==> config.mk <==
export PLATFORM = sky130hd
export DESIGN_NAME = spi_arb_master
export DESIGN_NICKNAME = d
export VERILOG_FILES = /design/src/rtl/spi_arb_master.sv
export SDC_FILE = /design/constraint.sdc
export NUM_CORES = 1
export LEC_CHECK = 0
export BUFFER_PORTS_ARGS = -buffer_cell sky130_fd_sc_hd__buf_2
export CAP_MARGIN = 10
export CORE_MARGIN = 2
export CORE_UTILIZATION = 54
export CTS_CLUSTER_SIZE = 30
export DETAILED_ROUTE_END_ITERATION = 8
export PLACE_DENSITY = 0.79
export SETUP_SLACK_MARGIN = 0.02
export SYNTH_ARGS = -nofsm -noshare
export SYNTH_HDL_FRONTEND = slang
export SYNTH_SLANG_ARGS = --single-unit
==> constraint.sdc <==
create_clock -name clk -period 2.3 [get_ports clk]
set_clock_uncertainty 0.1 [all_clocks]
set_input_delay 0.115 -clock clk [delete_from_list [all_inputs] [get_ports clk]]
set_output_delay 0.115 -clock clk [all_outputs]
set_load 0.01 [all_outputs]
==> src/rtl/spi_arb_master.sv <==
`default_nettype none
// spi_arb_master: round-robin arbiter for two requesters sharing one SPI mode-0 port.
// Each grant runs one full-duplex DATA_W-bit transfer and returns the received word to the winner.
module spi_arb_master #(
  parameter int DATA_W  = 16,
  parameter int CLK_DIV = 4
) (
  input  logic              clk,
  input  logic              reset_n,
  input  logic              req0_valid,
  input  logic [DATA_W-1:0] req0_data,
  output logic              req0_ready,
  output logic              rsp0_valid,
  output logic [DATA_W-1:0] rsp0_data,
  input  logic              req1_valid,
  input  logic [DATA_W-1:0] req1_data,
  output logic              req1_ready,
  output logic              rsp1_valid,
  output logic [DATA_W-1:0] rsp1_data,
  output logic              spi_sclk,
  output logic              spi_mosi,
  input  logic              spi_miso,
  output logic              spi_ss_n,
  output logic              busy,
  output logic              grant
);
  localparam int PH_W  = $clog2(CLK_DIV) + 1;
  localparam int BIT_W = $clog2(DATA_W);
  localparam logic [PH_W-1:0]  PH_LAST = PH_W'(CLK_DIV - 1);
  localparam logic [BIT_W-1:0] BIT_TOP = BIT_W'(DATA_W - 1);

  typedef enum logic [2:0] {IDLE, LEAD, HIGH, LOW, GAP} state_t;

  state_t              r_state, w_state_nxt;
  logic [PH_W-1:0]     r_phase;
  logic [BIT_W-1:0]    r_bit;
  logic [DATA_W-1:0]   r_tx, r_rx;
  logic                r_grant, r_last_grant, r_armed;
  logic                w_phase_end, w_win, w_pick1, w_in_xfer;

  assign w_phase_end = (r_phase == PH_LAST);
  // r_armed keeps ready low while reset is held and on the first cycle after release.
  assign w_win       = r_armed & (r_state == IDLE) & (req0_valid | req1_valid);
  assign w_pick1     = req1_valid & (~req0_valid | ~r_last_grant);
  assign req0_ready  = w_win & ~w_pick1;
  assign req1_ready  = w_win & w_pick1;
  assign grant       = r_grant;
  assign w_in_xfer   = (r_state == LEAD) | (r_state == HIGH) | (r_state == LOW);

  always_ff @(posedge clk or negedge reset_n) begin
    if (!reset_n) r_state <= IDLE;
    else          r_state <= w_state_nxt;
  end

  always_comb begin
    w_state_nxt = r_state;
    spi_ss_n    = 1'b1;
    spi_sclk    = 1'b0;
    spi_mosi    = 1'b0;
    busy        = 1'b0;
    case (r_state)
      IDLE:    if (w_win) w_state_nxt = LEAD;
      LEAD:    if (w_phase_end) w_state_nxt = HIGH;
      HIGH:    if (w_phase_end) w_state_nxt = LOW;
      LOW:     if (w_phase_end) w_state_nxt = (r_bit == '0) ? GAP : HIGH;
      GAP:     if (w_phase_end) w_state_nxt = IDLE;
      default: w_state_nxt = IDLE;
    endcase
    if (r_state != IDLE) busy = 1'b1;
    if (w_in_xfer) begin
      spi_ss_n = 1'b0;
      spi_mosi = r_tx[DATA_W-1];
    end
    if (r_state == HIGH) spi_sclk = 1'b1;
  end

  always_ff @(posedge clk or negedge reset_n) begin
    if (!reset_n) begin
      r_armed      <= 1'b0;
      r_phase      <= '0;
      r_bit        <= '0;
      r_tx         <= '0;
      r_rx         <= '0;
      r_grant      <= 1'b0;
      r_last_grant <= 1'b1;
      rsp0_valid   <= 1'b0;
      rsp1_valid   <= 1'b0;
      rsp0_data    <= '0;
      rsp1_data    <= '0;
    end else begin
      r_armed    <= 1'b1;
      rsp0_valid <= 1'b0;
      rsp1_valid <= 1'b0;
      if (w_state_nxt != r_state) r_phase <= '0;
      else if (r_state != IDLE)   r_phase <= r_phase + PH_W'(1);
      case (r_state)
        IDLE: if (w_win) begin
          r_tx         <= w_pick1 ? req1_data : req0_data;
          r_grant      <= w_pick1;
          r_last_grant <= w_pick1;
          r_bit        <= BIT_TOP;
        end
        LEAD: if (w_phase_end) r_rx <= {r_rx[DATA_W-2:0], spi_miso};
        HIGH: if (w_phase_end && r_bit != '0) r_tx <= {r_tx[DATA_W-2:0], 1'b0};
        LOW: if (w_phase_end) begin
          if (r_bit == '0) begin
            // Final LOW was the SS hold time; hand the word back as GAP begins.
            if (r_grant) begin
              rsp1_valid <= 1'b1;
              rsp1_data  <= r_rx;
            end else begin
              rsp0_valid <= 1'b1;
              rsp0_data  <= r_rx;
            end
          end else begin
            r_bit <= r_bit - BIT_W'(1);
            r_rx  <= {r_rx[DATA_W-2:0], spi_miso};
          end
        end
        default: ;
      endcase
    end
  end
endmodule
`default_nettype wire

==> run metrics <==
Hold Vio Cnt, Final 0; number of library cell types mapped by synthesis 46; die width 85.2 um; Mapped Nets 324; filler cell count 479; crit start category flop; root buffer cell clkbuf_8; Simple-Gate Fraction of Synth Area 0.0987; Worst-path clk slew 0.09 ns; Period Utilization, post-route 0.945; fin nets 416; cell area power density 573 nW/um^2; initial drt markers 113; Worst Setup Slack, final 0.126 ns; CP endpoint kind flop; GPL Wtd Cong 0.769; first-pass GRT wire length 11,800 um; WL met1 3160 um; Vias 2,467; Placeable Area 6350 sq um; Fmax 0.460 GHz; largest family of logic cells by synthesized area multiplexers; Psw 600 uW; post-DP HPWL 4470 um; DR DRC count 0; Syn Inst Count 284; clock tree sinks 79; Pins Over Slew Limit 0; pin count of the biggest net entering global routing 80; Synth Area in XOR/XNOR 0.00246; pre-CTS setup slack 0.124 ns; Die Ht 85.2 um; min Tclk post-route 2.17 ns; Flop pwr share 0.569; flops & latches, synth 79; Mean Syn Cell Area 12.5 sq um; WL met2 3320 um; total negative slack 0 ns; WL met3 375 um; Top Metal Used met4; antenna violations before repair 0; Final Power 2460 uW; Comb power frac 0.052; latest clock arrival within the worst-skew pair 0.36 ns; cts bufs inserted 9; antenna-violating nets left 0; gr ovfl total 0; Adder-Cell Fraction of Synth Area 0.0105; sequential element share of the synthesized area 0.555; H-tree lvl count 3; EDFF count, synth 0; Final Util 0.676; P_int 1860 uW; deepest clock path buffer count 2; Post-Syn Area 3560 sq um; post-synthesis mux area share 0.170; Slew HR 0.348; Peak VDD IR 0.420 mV; die area 7270 sq um; Avg WL per Cell 15.1 um; critical path fanouts, max 17; status complete, no violations; HP Class primary input to flop; Yosys warning count 0; # rows 29; Max-Cap Viols 0; clock share of power 0.379; P_leak 0.00221 uW; drt pass-1 iters 4; n_diodes 0; Slew @ Worst Pin 0.977 ns; layout cell share with drive strength beyond 1 0.420; RSZ-0062 raised after global routing no; total track usage 0.208; CTS tree yes; Sw Share 0.244; routed wire length 6930 um; vias in the first global route 2,452; Async S/R FF share, synth 1.00; Worst EP required 2.44 ns; area grow syn2layout 20.5%; I/O Buffers 77; Initial Util 0.561; prevailing post-synth register cell dfrtp_1; path type of the worst setup path flop to flop; final setup fails 0; Synth Area in Compound Gates 0.120; I/O Pins 78; DR vias/cell 5.39; Arr. time, crit path 2.31 ns
-- Yosys cell counts, types with 2 or more instances --
cell,n,area [sq um]
buf_6,4,45.0
dfrtp_1,78,1950
o21a_1,2,15.0
o21ai_1,2,10.0
buf_4,4,30.0
ha_1,3,37.5
nand2_2,3,18.8
nor2_1,7,26.3
a21oi_1,18,90.1
clkbuf_1,4,15.0
o21ai_0,15,75.1
nand2_1,35,131
a21o_1,2,15.0
o2bb2ai_1,15,131
inv_1,7,26.3
nor3_1,6,30.0
mux2_2,39,439
mux2i_1,3,30.0
a31oi_1,2,12.5
mux2_4,9,135
-- worst paths after layout --
kind,startpoint,cells after the start,endpoint,slack (ns)
max,r_bit[0]$_DFFE_PN0P_,6,rsp0_data[2]$_DFFE_PN0P_,0.13
min,req0_data[11],4,r_tx[11]$_DFFE_PN0P_,0.01
max reg2reg,r_bit[0]$_DFFE_PN0P_,6,rsp0_data[2]$_DFFE_PN0P_,0.13
min reg2reg,r_tx[4]$_DFFE_PN0P_,2,r_tx[4]$_DFFE_PN0P_,0.39
max in group asynchronous,reset_n,2,r_tx[3]$_DFFE_PN0P_,1.11
min in group asynchronous,reset_n,2,rsp0_valid$_DFF_PN0_,0.36
-- metal layers --
metal / GRT usage / up-vias
met3: 0.0652 / 7
met1: 0.280 / 1183
met2: 0.326 / 85
met4: 0.0620 / 0
met5: 0 / -
li1: - / 1192
-- placed cells by master (no fill, tap or decap), types with 6 or more instances in the layout --
cell type      netlist  final
buf_4                4      6
mux2_4               9      9
clkbuf_8             0      9
buf_2                1     76
inv_1                7      7
dfrtp_1             78     78
nor2_1               7      7
dlygate4sd3_1        0     13
a21oi_1             18     18
mux2_2              39     39
o2bb2ai_1           15     15
nand2_1             35     35
o21ai_0             15     15
nor3_1               6      6
-- area by class of cell --
| type | instances | area (sq um) | area share |
|---|---|---|---|
| Clock inverter | 7 | 53.8 | 0.0125 |
| Multi-Input combinational cell | 182 | 1440 | 0.334 |
| Sequential cell | 79 | 1980 | 0.461 |
| Tap cell | 77 | 96.3 | 0.0224 |
| Inverter | 8 | 30.0 | 0.00700 |
| Clock buffer | 9 | 124 | 0.0289 |
| Timing Repair Buffer | 96 | 576 | 0.134 |
-- critical path, stage by stage (launching register included) --
cell and delay, ns:
dfrtp_1 0.41, inv_1 0.07, ha_1 0.25, nand4bb_4 0.14, or3_4 0.39, nor2_8 0.32
mux2_2 0.38
-- stage by stage --
| step | hold slack (ns) | instance area [sq um] | std cells |
|---|---|---|---|
| 2_1_floorplan | -0.281 | 3560 | 284 |
| 3_3_place_gp | 0.234 | 3990 | 429 |
| 3_5_place_dp | 0.235 | 3990 | 429 |
| 4_1_cts | 0.000288 | 4290 | 458 |
| 5_1_grt | 0.0147 | 4290 | 458 |
| 6_report | 0.0130 | 4290 | 458 |
-- registers in the layout, summed over array words and instances, names as in the netlist --
signal / flops
r_armed: 1
grant: 1
r_last_grant: 1
r_bit: 4
rsp0_valid: 1
rsp1_data: 16
r_state: 3
r_rx: 16
rsp0_data: 16
rsp1_valid: 1
r_phase: 3
r_tx: 16
-- power by group through the flow --
stage / Clock (uW) / Sequential, uW / Combinational [uW]
final: 931 / 1400 / 128
after global placement: 0 / 1430 / 109
after floorplan: 0 / 1430 / 45.6
after CTS: 957 / 1400 / 128
after global routing: 1020 / 1400 / 145
after detailed placement: 0 / 1430 / 110
-- cell families after synthesis --
kind of cell / after synthesis
compound gates: 63
fa+ha+maj: 3
simple gates: 63
buf+inv: 23
mux: 51
xor+xnor: 1
flops: 79
other cells: 1
-- repair_timing --
action                    4_1_cts  5_1_grt
setup buffers                   0        0
gates resized for setup         0        0
hold endpoints to repair       89        0
hold buffers                   13        0
Note: power is estimated with default switching activity, not from simulation.
